$ cat src/rtl/pipe_step_ctrl.sv
// ---------------------------------------------------------------------------
// pipe_step_ctrl
//
// Run/step controller that sits between the board push-button and the
// pipeline's global clock-enable. The raw button is synchronised and
// debounced, and each clean press drives a small HALTED/RUNNING FSM that
// gates the pipeline in one of four modes:
//   0 FREE   - pipeline always enabled, button and breakpoints ignored
//   1 SINGLE - each press lets exactly one instruction retire
//   2 STEP_N - each press lets i_step_count instructions retire (0 -> 1)
//   3 RUN_BP - each press runs until an enabled breakpoint PC retires
// Retired instructions are counted in every mode.
//
// Ports:
//   i_clk           clock, all state on the rising edge
//   i_rst_n         synchronous active-low reset
//   i_btn           raw asynchronous push-button, high = pressed
//   i_mode          run mode (see above)
//   i_step_count    burst length for STEP_N
//   i_bp_en         per-comparator breakpoint enable
//   i_bp_addr       breakpoint PCs, comparator k at [k*XLEN +: XLEN]
//   i_retire_valid  pipeline retires an instruction this cycle
//   i_retire_pc     PC of the retiring instruction
//   o_pipe_en       pipeline clock-enable
//   o_halted        FSM halted while not in FREE mode
//   o_bp_hit        sticky per-comparator breakpoint-hit flags
//   o_steps_left    remaining steps of the current STEP_N burst
//   o_retire_cnt    wrapping retired-instruction counter
// ---------------------------------------------------------------------------
module pipe_step_ctrl #(
    parameter int XLEN            = 32,
    parameter int NUM_BP          = 2,
    parameter int STEP_W          = 8,
    parameter int DEBOUNCE_CYCLES = 4,
    parameter int CNT_W           = 16
) (
    input  logic                     i_clk,
    input  logic                     i_rst_n,
    input  logic                     i_btn,
    input  logic [1:0]               i_mode,
    input  logic [STEP_W-1:0]        i_step_count,
    input  logic [NUM_BP-1:0]        i_bp_en,
    input  logic [NUM_BP*XLEN-1:0]   i_bp_addr,
    input  logic                     i_retire_valid,
    input  logic [XLEN-1:0]          i_retire_pc,
    output logic                     o_pipe_en,
    output logic                     o_halted,
    output logic [NUM_BP-1:0]        o_bp_hit,
    output logic [STEP_W-1:0]        o_steps_left,
    output logic [CNT_W-1:0]         o_retire_cnt
);

    typedef enum logic [1:0] {
        MODE_FREE   = 2'd0,
        MODE_SINGLE = 2'd1,
        MODE_STEP_N = 2'd2,
        MODE_RUN_BP = 2'd3
    } mode_e;

    typedef enum logic {
        ST_HALTED  = 1'b0,
        ST_RUNNING = 1'b1
    } state_e;

    // The debounce counter only ever needs to reach DEBOUNCE_CYCLES-1.
    localparam int DB_W = (DEBOUNCE_CYCLES > 1) ? $clog2(DEBOUNCE_CYCLES) : 1;
    localparam logic [DB_W-1:0] DB_LAST = DB_W'(DEBOUNCE_CYCLES - 1);

    // -----------------------------------------------------------------------
    // State
    // -----------------------------------------------------------------------
    logic              sync1_q,     sync1_d;
    logic              sync2_q,     sync2_d;
    logic              db_level_q,  db_level_d;
    logic [DB_W-1:0]   db_cnt_q,    db_cnt_d;
    logic              db_prev_q,   db_prev_d;
    state_e            state_q,     state_d;
    logic [NUM_BP-1:0] bp_hit_q,    bp_hit_d;
    logic [STEP_W-1:0] steps_q,     steps_d;
    logic [CNT_W-1:0]  retire_cnt_q, retire_cnt_d;

    logic              press;
    logic              pipe_en;
    logic              retire_ok;
    logic              bp_mode;
    logic [NUM_BP-1:0] bp_match;
    logic [STEP_W-1:0] step_load;

    // -----------------------------------------------------------------------
    // Button front end: two-flop synchroniser followed by a level debouncer.
    // The debouncer only accepts a new level after the synchronised input
    // has disagreed with it for DEBOUNCE_CYCLES consecutive samples; any
    // agreeing sample restarts the count.
    // -----------------------------------------------------------------------
    always_comb begin
        sync1_d    = i_btn;
        sync2_d    = sync1_q;
        db_level_d = db_level_q;
        db_cnt_d   = '0;
        db_prev_d  = db_level_q;
        if (sync2_q != db_level_q) begin
            if (db_cnt_q == DB_LAST) begin
                db_level_d = sync2_q;
                db_cnt_d   = '0;
            end else begin
                db_cnt_d = db_cnt_q + DB_W'(1);
            end
        end
    end

    // A press is the rising edge of the debounced level; releases are
    // deliberately not events.
    assign press = db_level_q & ~db_prev_q;

    // -----------------------------------------------------------------------
    // Pipeline gating and retire qualification. The enable is combinational
    // on i_mode so that entering or leaving FREE takes effect immediately,
    // without waiting for the FSM.
    // -----------------------------------------------------------------------
    assign pipe_en   = (i_mode == MODE_FREE) | (state_q == ST_RUNNING);
    assign retire_ok = i_retire_valid & pipe_en;
    assign bp_mode   = (i_mode == MODE_STEP_N) | (i_mode == MODE_RUN_BP);
    assign step_load = (i_step_count == '0) ? STEP_W'(1) : i_step_count;

    // Breakpoint comparators: only a counted retire in STEP_N or RUN_BP can
    // match, so FREE and SINGLE never raise a hit.
    always_comb begin
        bp_match = '0;
        for (int k = 0; k < NUM_BP; k++) begin
            bp_match[k] = i_bp_en[k] & retire_ok & bp_mode &
                          (i_retire_pc == i_bp_addr[k*XLEN +: XLEN]);
        end
    end

    // -----------------------------------------------------------------------
    // Run/step FSM next-state logic. Several halting causes can coincide on
    // one edge (last step, breakpoint, press); they all converge on HALTED
    // while each still applies its own side effect, so a coincident retire
    // is counted, decrements the burst, and records its breakpoint.
    // -----------------------------------------------------------------------
    always_comb begin
        state_d  = state_q;
        steps_d  = steps_q;
        bp_hit_d = bp_hit_q;

        if (i_mode == MODE_FREE) begin
            state_d = ST_HALTED;
        end else if (state_q == ST_HALTED) begin
            if (press) begin
                state_d  = ST_RUNNING;
                bp_hit_d = '0;
                if (i_mode == MODE_STEP_N) begin
                    steps_d = step_load;
                end
            end
        end else begin
            if (retire_ok && (i_mode == MODE_STEP_N)) begin
                // Saturate at zero in case the burst was entered by a mode
                // switch without a reload.
                if (steps_q != '0) begin
                    steps_d = steps_q - STEP_W'(1);
                end
                if (steps_q <= STEP_W'(1)) begin
                    state_d = ST_HALTED;
                end
            end
            if (retire_ok && (i_mode == MODE_SINGLE)) begin
                state_d = ST_HALTED;
            end
            if (|bp_match) begin
                state_d  = ST_HALTED;
                bp_hit_d = bp_hit_q | bp_match;
            end
            if (press) begin
                state_d = ST_HALTED;
            end
        end
    end

    // Retire counter wraps naturally at 2^CNT_W.
    always_comb begin
        retire_cnt_d = retire_cnt_q;
        if (retire_ok) begin
            retire_cnt_d = retire_cnt_q + CNT_W'(1);
        end
    end

    // -----------------------------------------------------------------------
    // All state registers. Reset has priority, so a reset edge aborts any
    // burst and never counts a retire.
    // -----------------------------------------------------------------------
    always_ff @(posedge i_clk) begin
        if (!i_rst_n) begin
            sync1_q      <= 1'b0;
            sync2_q      <= 1'b0;
            db_level_q   <= 1'b0;
            db_cnt_q     <= '0;
            db_prev_q    <= 1'b0;
            state_q      <= ST_HALTED;
            bp_hit_q     <= '0;
            steps_q      <= '0;
            retire_cnt_q <= '0;
        end else begin
            sync1_q      <= sync1_d;
            sync2_q      <= sync2_d;
            db_level_q   <= db_level_d;
            db_cnt_q     <= db_cnt_d;
            db_prev_q    <= db_prev_d;
            state_q      <= state_d;
            bp_hit_q     <= bp_hit_d;
            steps_q      <= steps_d;
            retire_cnt_q <= retire_cnt_d;
        end
    end

    assign o_pipe_en    = pipe_en;
    assign o_halted     = (state_q == ST_HALTED) & (i_mode != MODE_FREE);
    assign o_bp_hit     = bp_hit_q;
    assign o_steps_left = steps_q;
    assign o_retire_cnt = retire_cnt_q;

endmodule
$ cat config.mk
export PLATFORM = sky130hd
export DESIGN_NAME = pipe_step_ctrl
export DESIGN_NICKNAME = d
export VERILOG_FILES = /design/src/rtl/pipe_step_ctrl.sv
export SDC_FILE = /design/constraint.sdc
export NUM_CORES = 1
export LEC_CHECK = 0
export ABC_AREA = 1
export BUFFER_PORTS_ARGS = -buffer_cell sky130_fd_sc_hd__buf_2
export CAP_MARGIN = 30
export CORE_ASPECT_RATIO = 2
export CORE_UTILIZATION = 47
export CTS_CLUSTER_DIAMETER = 120
export DETAILED_ROUTE_END_ITERATION = 7
export PLACE_DENSITY = 0.82
export REMOVE_ABC_BUFFERS = 1
export SLEW_MARGIN = 20
export SYNTH_ARGS = -nofsm -noshare
export SYNTH_HDL_FRONTEND = slang
export SYNTH_SLANG_ARGS = --single-unit
$ cat constraint.sdc
create_clock -name i_clk -period 1.9 [get_ports i_clk]
set_clock_uncertainty 0.1 [all_clocks]
set_input_delay 0.19 -clock i_clk [delete_from_list [all_inputs] [get_ports i_clk]]
set_output_delay 0.19 -clock i_clk [all_outputs]
set_load 0.01 [all_outputs]
==> flow_metrics.env, run 1 <==
export IMPL_port_buffers=139
export IMPL_clk_pin_slew_ns=0.05
export IMPL_antenna_found_initial=0
export IMPL_gr_total_overflow=0
export IMPL_routed_wl_microns=8430
export IMPL_postLayoutCellArea_sq_mm=0.00377
export IMPL_synth_seq_cells=33
export IMPL_worst_path_max_fanout=5
export IMPL_max_slew_margin_pct=76.0
export IMPL_violations="design-rule violations"
export IMPL_cts_buffer_depth=2
export IMPL_required_ns=1.97
export IMPL_status="complete, but fails checks"
export IMPL_ir_worst_vdd_mv=0.302
export IMPL_synthSimpleGateAreaFrac_pct=38.4
export IMPL_synthAdderAreaFrac_pct=1.78
export IMPL_coreArea_sq_mm=0.00576
export IMPL_fin_nets=770
export IMPL_cellLeakagePower_nw=2.22
export IMPL_tightest_slew_ns=0.356
export IMPL_synth_area_sq_mm=0.00281
export IMPL_hold_viol_final=0
export IMPL_ys_types=32
export IMPL_track_usage_pct=28.2
export IMPL_vias_per_cell=4.91
export IMPL_synthMuxAreaShare_pct=0
export IMPL_fin_crit_sh_pct=91.3
export IMPL_drc=12
export IMPL_setup_tns_ns=0
export IMPL_cts_sinks=33
export IMPL_critPathMaxStageDelay_ns=0.37
export IMPL_post_place_cells=708
export IMPL_ios=140
export IMPL_synth_compound_area_share_pct=12.7
export IMPL_arrival_ns=1.80
export IMPL_cts_hold_buf=0
export IMPL_maxSlewViolCount=0
export IMPL_synthFlopType="dfxtp_1"
export IMPL_crit_path_cell_trace="inv_1, ha_1, nand2_1, nor2_1, o21ai_2, nand2_1, buf_4, o21ai_1, a21oi_1"
export IMPL_crit_path_end="o_steps_left[5]"
export IMPL_synth_top_family_by_area="simple AND/OR/NAND/NOR gates"
export IMPL_ant_nets=0
export IMPL_cp_common_cell="nand2_1"
export IMPL_fmax_ghz=0.577
export IMPL_clk_root_buffer_cell="clkbuf_16"
export IMPL_postSynth_asyncResetShare_pct=0
export IMPL_hp_class="primary input to register"
export IMPL_ff2ff_setup_slack_ns=0.17
export IMPL_drt_iter0_drc=172
export IMPL_die_y_microns=111
export IMPL_setup_worst_path_end_class="register"
export IMPL_reg2reg_to="o_steps_left[5]"
export IMPL_yosysSeqAreaShare_pct=23.5
export IMPL_die_w_microns=56.7
export IMPL_grt_max_degree=21
export IMPL_fin_hold_ws_ns=0.00363
export IMPL_dpl_hpwl_microns=7390
export IMPL_stdcell_count=716
export IMPL_grt_pass1_vias=3470
export IMPL_setup_viol=0
export IMPL_grt_pass1_wl_microns=14000
export IMPL_yosysWarnings=0
export IMPL_cp_startpoint="o_steps_left[0]"
export IMPL_slowest_stage="dfxtp_1"
export IMPL_synth_area_per_cell_sq_um=5.54
export IMPL_crit_path_start_kind="register"
export IMPL_synth_xor_area_share_pct=5.92
export IMPL_syn_inst=507
export IMPL_rows=39
export IMPL_fin_crit_ns=1.73
export IMPL_cts_buffers_inserted=5
export IMPL_first_pass_iters=8
export IMPL_r2r_start="o_steps_left[0]"
export IMPL_ff2ff_path_depth=9
export IMPL_layout_drive_gt1_share_pct=25.8
export IMPL_wl_per_cell_microns=11.8
export IMPL_place_area_sq_mm=0.00360
export IMPL_htreeDepth=2
export IMPL_antenna_cells=0
export IMPL_dieArea_sq_mm=0.00631
export IMPL_insertion_delay_ns=0.28
export IMPL_p_per_area_mw_per_mm2=541
export IMPL_cts_tree="done"
export IMPL_syn_to_final_growth_pct=34.2
export IMPL_cap_violations=0
export IMPL_vias=3513
export IMPL_synth_edf_count=0
export IMPL_path_class="register to register"
export IMPL_gp_routability_congestion=0.945
export IMPL_start_util_pct=48.8
export IMPL_fillers=572
export IMPL_grt_setup_unrepaired="false"
worst min-delay path by stage:
stage	cells after the start	slack, ns	from	to
2_1_floorplan	2	0.18	i_rst_n	sync1_q
3_3_place_gp	3	0.29	i_btn	sync1_q
3_5_place_dp	3	0.29	i_btn	sync1_q
4_1_cts	3	0.002	i_btn	sync1_q
5_1_grt	3	0.03	i_btn	sync1_q
6_report	3	0.004	i_btn	sync1_q
synthesized netlist by cell type (3+ instances only):
cell      instances  share of area (%)
a21oi_1          22                3.9
clkbuf_1          3               0.40
dfxtp_1          33                 24
ha_1              4                1.8
inv_1           123                 16
nand2_1         158                 21
nand3_1          12                2.1
nand4_1          18                4.0
nor2_1           49                6.5
nor2_2            3               0.67
nor3_1            6                1.1
o21ai_0          28                5.0
o21ai_1           6                1.1
or2_2             5                1.1
xnor2_1          12                3.7
xor2_1            7                2.2
layout make-up:
| cell class | count | area (sq um) | area share (%) |
|---|---|---|---|
| Multi-Input combinational cell | 344 | 1650 | 43.8 |
| Timing Repair Buffer | 144 | 733 | 19.5 |
| Sequential cell | 33 | 661 | 17.5 |
| Inverter | 126 | 475 | 12.6 |
| Clock buffer | 7 | 143 | 3.78 |
| Tap cell | 61 | 76.3 | 2.03 |
| Clock inverter | 1 | 30.0 | 0.797 |
timing repair:
action,4_1_cts,5_1_grt
setup endpoints to repair,0,1
buffers inserted,0,0
resized for setup,0,1
power by group:
| group | switching (W) | internal, W | total, W |
|---|---|---|---|
| Combinational | 0.000215 | 0.000181 | 0.000396 |
| Clock | 0.000289 | 0.000654 | 0.000943 |
| Sequential | 0.00000372 | 0.000698 | 0.000702 |
worst max-delay path, delay by kind of cell (launching register included):
family / cells / cell delay [ns]
compound gates: 3 / 0.32
simple gates: 3 / 0.30
fa+ha+maj: 1 / 0.26
buf+inv: 2 / 0.28
flops: 1 / 0.37
metrics by stage:
step / setup WS [ns] / utilization (%) / total power [W]
floorplan: 0.0565 / - / 0.000906
global placement: 0.234 / 62.5 / 0.00111
detailed placement: 0.129 / 62.5 / 0.00111
global route: 0.0223 / 65.4 / 0.00213
finish: 0.166 / 65.4 / 0.00204
CTS: 0.184 / 65.4 / 0.00205
cells in the final DEF (no fill, tap or decap), types with 2 or more instances in the layout:
cell,instances
nand2_1,158
buf_2,139
inv_1,123
nor2_1,49
dfxtp_1,33
o21ai_0,27
a21oi_1,22
nand4_1,18
xnor2_1,12
nand3_1,12
xor2_1,7
o21ai_1,7
nor3_1,6
or2_2,5
clkbuf_16,5
buf_4,5
ha_1,4
nor2_2,3
inv_2,2
a211oi_2,2
cell families (layout without fill, tap and decap cells):
| kind of cell | count (synthesis) | in the layout |
|---|---|---|
| AOI/OAI and AO/OA | 64 | 64 |
| buffers and inverters | 130 | 278 |
| xor gates and xnor gates | 19 | 19 |
| DFF | 33 | 33 |
| and+or+nand+nor | 257 | 257 |
| adders and majority gates | 4 | 4 |
routing by layer:
layer | up-vias | routed length [microns] | track usage [%]
li1 | 1824 | - | -
met1 | 1516 | 2740 | 23.5
met2 | 142 | 4780 | 57.1
met3 | 31 | 412 | 3.72
met4 | 0 | 494 | 19.3
met5 | - | 0 | 0
state kept, by name (all words and copies together), names as in the netlist:
signal and count:
o_retire_cnt 16, db_cnt_q 2, o_bp_hit 2, sync2_q 1, db_level_q 1, sync1_q 1
state_q 1, o_steps_left 8, db_prev_q 1
No activity file was read; power rests on OpenSTA's default activity.
==> run 2, diff against run 1 <==
ABC_AREA = default   (was 1)
CORE_UTILIZATION = 44   (was 47)
PLACE_DENSITY = 0.81   (was 0.82)
==> run 2 against run 1 <==
Effect of this change:
- the run now ends clean
- combinational power down 18%
- register-to-register slack worse by 0.11 ns
- area after synthesis down 14%
- clock power down 44%
- flip-flop and latch count unchanged
- die area down 8.4%
- worst setup slack worse by 0.11 ns
- via count down 23%
- wire length down 11%
- synthesized cell count down 45%
- sequential power about the same
- critical endpoint is now o_steps_left[6]
- largest power group is now sequential cells
- highest routed layer unchanged
==> flow_metrics.env, run 2 <==
export IMPL_place_area_sq_mm=0.00328
export IMPL_layout_drive_gt1_share_pct=43.6
export IMPL_critPathBufInv=2
export IMPL_crit_path_cell_trace="inv_2, ha_2, or3b_4, o211ai_4, a21oi_4, buf_4, a31o_1"
export IMPL_ios=140
export IMPL_cts_tree="done"
export IMPL_die_y_microns=107
export IMPL_min_from="i_btn"
export IMPL_synth_area_sq_mm=0.00240
export IMPL_met3_usage_pct=8.01
export IMPL_synthFlopType="dfxtp_1"
export IMPL_cap_violations=0
export IMPL_fin_crit_ns=1.84
export IMPL_clk_pin_slew_ns=0.07
export IMPL_cts_buffer_depth=2
export IMPL_p_int_w=0.00111
export IMPL_path_class="register to register"
export IMPL_hold_viol_final=0
export IMPL_cts_sinks=33
export IMPL_maxSlewViolCount=0
export IMPL_fin_crit_sh_pct=97.0
export IMPL_p_per_area_mw_per_mm2=450
export IMPL_synth_area_per_cell_sq_um=8.58
export IMPL_p_clk_share_pct=33.8
export IMPL_start_util_pct=46.4
export IMPL_fillers=444
export IMPL_synth_edf_count=0
export IMPL_yosysWarnings=0
export IMPL_setup_worst_path_end_class="register"
export IMPL_ys_types=41
export IMPL_met1_usage_pct=23.7
export IMPL_vias_per_cell=5.42
export IMPL_dieArea_sq_mm=0.00578
export IMPL_syn_inst=280
export IMPL_cts_hold_buf=0
export IMPL_die_w_microns=54.3
export IMPL_worst_path_max_fanout=7
export IMPL_postSynth_asyncResetShare_pct=0
export IMPL_yosysMostFrequentCell="xor2_1"
export IMPL_seqCellArea_sq_um=662
export IMPL_clk_root_buffer_cell="clkbuf_8"
export IMPL_largest_register_ffs=16
export IMPL_routed_wl_microns=7480
export IMPL_combPwrFrac_pct=21.0
export IMPL_fin_nets=558
export IMPL_vias=2719
export IMPL_slowest_stage="or3b_4"
export IMPL_yosys_area_top_type="dfxtp_1"
export IMPL_antenna_found_initial=1
export IMPL_port_buffers=139
export IMPL_tightest_slew_ns=0.436
export IMPL_fmax_ghz=0.542
export IMPL_grt_pass1_wl_microns=11600
export IMPL_yosysSeqAreaShare_pct=27.5
export IMPL_drc=0
export IMPL_crit_path_start_kind="register"
export IMPL_r2r_start="o_steps_left[0]"
export IMPL_syn_to_final_growth_pct=43.3
export IMPL_track_usage_pct=27.7
export IMPL_first_pass_iters=4
export IMPL_cp_startpoint="o_steps_left[0]"
export IMPL_coreArea_sq_mm=0.00518
export IMPL_grt_pass1_vias=2735
export IMPL_p_total_w=0.00155
export IMPL_dpl_hpwl_microns=6250
export IMPL_gr_total_overflow=0
export IMPL_grt_setup_unrepaired="true"
export IMPL_synth_top_area_share_pct=27.5
export IMPL_synthTopCellsByArea="dfxtp_1, xor2_1, nor4_1"
export IMPL_arrival_ns=1.94
export IMPL_required_ns=1.99
export IMPL_setup_viol=0
export IMPL_mostFrequentLayoutCell="buf_2"
export IMPL_status="completed"
export IMPL_sw_frac_of_total_pct=28.1
export IMPL_max_slew_margin_pct=70.7
export IMPL_grt_max_degree=21
export IMPL_htreeDepth=2
export IMPL_ir_worst_vdd_mv=0.527
export IMPL_critPathTopFamily="compound AO/OA/AOI/OAI gates"
export IMPL_grt_busiest_layer="met2"
export IMPL_cellLeakagePower_nw=1.66
export IMPL_synthTopCellsByCount="xor2_1, dfxtp_1, nor4_1"
export IMPL_layout_common_cells="buf_2, xor2_1, dfxtp_1, buf_4, nor4_1"
export IMPL_rows=37
export IMPL_netSwitchingPower_w=0.000435
export IMPL_wl_per_cell_microns=14.9
export IMPL_hp_class="primary input to register"
export IMPL_postLayoutCellArea_sq_mm=0.00344
export IMPL_ant_nets=0
export IMPL_grt_use_met2_pct=49.7
export IMPL_cts_buffers_inserted=5
export IMPL_synth_seq_cells=33
export IMPL_seq_power_share_pct=45.2
export IMPL_critPathMaxStageDelay_ns=0.40
export IMPL_insertion_delay_ns=0.30
export IMPL_multi_input_area_sq_mm=0.00171
export IMPL_gp_routability_congestion=0.902
export IMPL_drt_iter0_drc=47
run 2: cell type report:
type / count / area share (%)
tap: 58 / 2.11
multi-input combinational: 227 / 49.6
inverter: 14 / 1.53
clock inverter: 3 / 0.509
clock buffer: 5 / 2.00
sequential: 33 / 19.2
antenna: 1 / 0.0726
timing repair buffer: 161 / 25.0
run 2: cell families (layout without fill, tap and decap cells):
kind of cell,after synthesis,in the layout,synth area share [%]
multiplexers,5,5,2.19
other,0,1,0
XOR/XNOR,79,79,28.8
flip-flops,33,33,27.5
adder cells (fa/ha/maj),4,4,2.08
AND/OR/NAND/NOR,102,102,24.7
buffers and inverters,21,183,3.70
AO/OA/AOI/OAI,36,37,11.1
run 2: worst paths after layout:
| path | end | slack (ns) | depth (start not counted) |
|---|---|---|---|
| worst max register to register | o_steps_left[6] | 0.06 | 7 |
| worst min-delay path | sync1_q | 0.01 | 2 |
| worst min register to register | sync2_q | 0.33 | 1 |
| worst max-delay path | o_steps_left[6] | 0.06 | 7 |
run 2: per-layer routing:
metal | up-vias | share of wire [%]
li1 | 1303 | -
met1 | 1216 | 32
met2 | 168 | 53
met3 | 32 | 9.4
met4 | 0 | 5.9
met5 | - | 0
run 2: timing repair:
action	in CTS	in global routing
setup buffers	3	0
gates resized for setup	5	8
pin swaps	2	4
gates cloned	1	0
setup endpoints to repair	8	7
run 2: power groups by stage:
stage | sequential, W | combinational (W) | clock (W)
CTS | 0.000699 | 0.000327 | 0.000538
detailed placement | 0.000715 | 0.000324 | 0
finish | 0.000699 | 0.000326 | 0.000524
global route | 0.000699 | 0.000356 | 0.000566
global placement | 0.000715 | 0.000317 | 0
floorplan | 0.000715 | 0.000123 | 0
run 2: metrics by stage:
stage	worst slack, ns	util (%)	std cells	hold slack, ns	TNS [ns]
2_1_floorplan	-0.178	-	273	0.205	-1.87
3_3_place_gp	-0.0469	63.2	489	0.312	-0.110
3_5_place_dp	-0.158	63.2	489	0.318	-0.672
4_1_cts	0.000752	66.1	501	0.0142	0
5_1_grt	-0.0129	66.4	502	0.0162	-0.0200
6_report	0.0564	66.4	502	0.0130	0
run 2: worst register-to-register path: stages (launching register included):
cell      delay (ns)
dfxtp_2         0.32
inv_2           0.05
ha_2            0.17
or3b_4          0.40
o211ai_4        0.23
a21oi_4         0.13
buf_4           0.16
a31o_1          0.19
==> run 3, diff against run 2 <==
RECOVER_POWER = 100   (was default)
==> run 3 against run 2 <==
Effect of this change:
- global-route usage stayed put
- critical path depth stayed put
- combinational power barely moved
- die area unchanged
- final area is 1.5% lower
- power shrank 0.40%
- first-iteration DRC count is 8.5% lower
==> flow_metrics.env, run 3 (synthesized netlist as in run 2, its figures left out) <==
export IMPL_multi_input_area_sq_mm=0.00171
export IMPL_setup_viol=0
export IMPL_p_per_area_mw_per_mm2=454
export IMPL_required_ns=1.99
export IMPL_setup_tns_ns=0
export IMPL_clk_pin_slew_ns=0.07
export IMPL_arrival_ns=1.94
export IMPL_setup_slack_ns=0.0554
export IMPL_vias=2683
export IMPL_layout_common_cells="buf_2, xor2_1, dfxtp_1, clkbuf_1, nor4_1"
export IMPL_grt_max_degree=21
export IMPL_first_pass_iters=4
export IMPL_dieArea_sq_mm=0.00578
export IMPL_tightest_slew_ns=0.771
export IMPL_gp_routability_congestion=0.902
export IMPL_port_buffers=139
export IMPL_max_slew_margin_pct=48.6
export IMPL_ant_nets=0
export IMPL_layout_drive_gt1_share_pct=37.2
export IMPL_grt_setup_unrepaired="true"
export IMPL_p_total_w=0.00154
export IMPL_fillers=457
export IMPL_fin_nets=558
export IMPL_utilization_pct=65.5
export IMPL_crit_path_cell_trace="inv_2, ha_2, or3b_4, o211ai_4, a21oi_4, buf_4, a31o_1"
export IMPL_gr_total_overflow=0
export IMPL_status="completed"
export IMPL_seqCellArea_sq_um=662
export IMPL_die_w_microns=54.3
export IMPL_htreeDepth=2
export IMPL_wl_per_cell_microns=14.9
export IMPL_crit_path_start_kind="register"
export IMPL_maxSlewViolCount=0
export IMPL_fmax_ghz=0.542
export IMPL_start_util_pct=46.4
export IMPL_coreArea_sq_mm=0.00518
export IMPL_ir_worst_vdd_mv=0.517
export IMPL_critPathMaxStageDelay_ns=0.40
export IMPL_cts_tree="done"
export IMPL_cts_buffers_inserted=5
export IMPL_hp_class="primary input to register"
export IMPL_ios=140
export IMPL_hold_viol_final=0
export IMPL_post_place_ws_ns=-0.158
export IMPL_path_class="register to register"
export IMPL_vias_per_cell=5.34
export IMPL_ff2ff_setup_slack_ns=0.06
export IMPL_grt_pass1_wl_microns=11600
export IMPL_rows=37
export IMPL_drc=0
export IMPL_mostFrequentLayoutCell="buf_2"
export IMPL_cap_violations=0
export IMPL_fin_hold_ws_ns=0.0135
export IMPL_track_usage_pct=27.7
export IMPL_cts_buffer_depth=2
export IMPL_syn_to_final_growth_pct=41.2
export IMPL_worst_path_max_fanout=7
export IMPL_largest_register_ffs=16
export IMPL_die_y_microns=107
export IMPL_cts_sinks=33
export IMPL_clk_root_buffer_cell="clkbuf_8"
export IMPL_slowest_stage="or3b_4"
export IMPL_dpl_hpwl_microns=6250
export IMPL_routed_wl_microns=7480
export IMPL_antenna_found_initial=1
export IMPL_drt_iter0_drc=43
export IMPL_setup_worst_path_end_class="register"
export IMPL_insertion_delay_ns=0.29
export IMPL_grt_pass1_vias=2735
export IMPL_fin_crit_ns=1.84
export IMPL_cellLeakagePower_nw=1.54
export IMPL_fin_crit_sh_pct=97.1
## run 3: cell types whose count changed in the layout (fill, tap and decap cells not counted), sizes merged
cell	before	now
buf	161	132
clkbuf	5	34
## run 3: layer usage
| metal | routed length, microns | share of wire, % | up-vias | track usage (%) |
|---|---|---|---|---|
| met1 | 2370 | 32 | 1200 | 23.7 |
| met2 | 3980 | 53 | 153 | 49.7 |
| met5 | 0 | 0 | - | 0 |
| met3 | 701 | 9.4 | 30 | 8.01 |
| li1 | - | - | 1300 | - |
| met4 | 427 | 5.7 | 0 | 19.8 |
## run 3: cell type report
type | instances | share of cell area (%)
clock buffer | 5 | 2.03
sequential | 33 | 19.5
timing repair buffer | 161 | 23.9
tap | 58 | 2.14
clock inverter | 3 | 0.516
inverter | 14 | 1.55
multi-input combinational | 227 | 50.3
antenna | 1 | 0.0737
## run 3: per-stage QoR
step | std cells | area [sq um]
finish | 502 | 3390
global route | 502 | 3390
CTS | 501 | 3430
detailed placement | 489 | 3280
global placement | 489 | 3280
floorplan | 273 | 2370
## run 3: power breakdown
part | internal (W) | switching [W] | leakage [nW]
logic | 0.000164 | 0.000160 | 1.23
clock network | 0.000252 | 0.000267 | 0.0439
registers | 0.000696 | 0.00000361 | 0.267
total | 0.00111 | 0.000431 | 1.54
## run 3: worst max-delay path, delay by kind of cell, from the launching register on
family | cells | cell delay [ns]
fa+ha+maj | 1 | 0.17
simple gates | 1 | 0.40
flops | 1 | 0.32
compound gates | 3 | 0.55
buf+inv | 2 | 0.21
## run 3: worst paths after layout
check                                      from              end  cells after the start
worst min register to register          sync1_q          sync2_q                      1
worst max register to register  o_steps_left[0]  o_steps_left[6]                      7
worst min-delay path                      i_btn          sync1_q                      2
worst max-delay path            o_steps_left[0]  o_steps_left[6]                      7
## run 3: timing repair
action,CTS,global route
setup endpoints to repair,8,7
gates resized for setup,5,8
hold buffers,0,0
pin swaps,2,4
hold endpoints to repair,0,0
cloned,1,0
buffers inserted,3,0
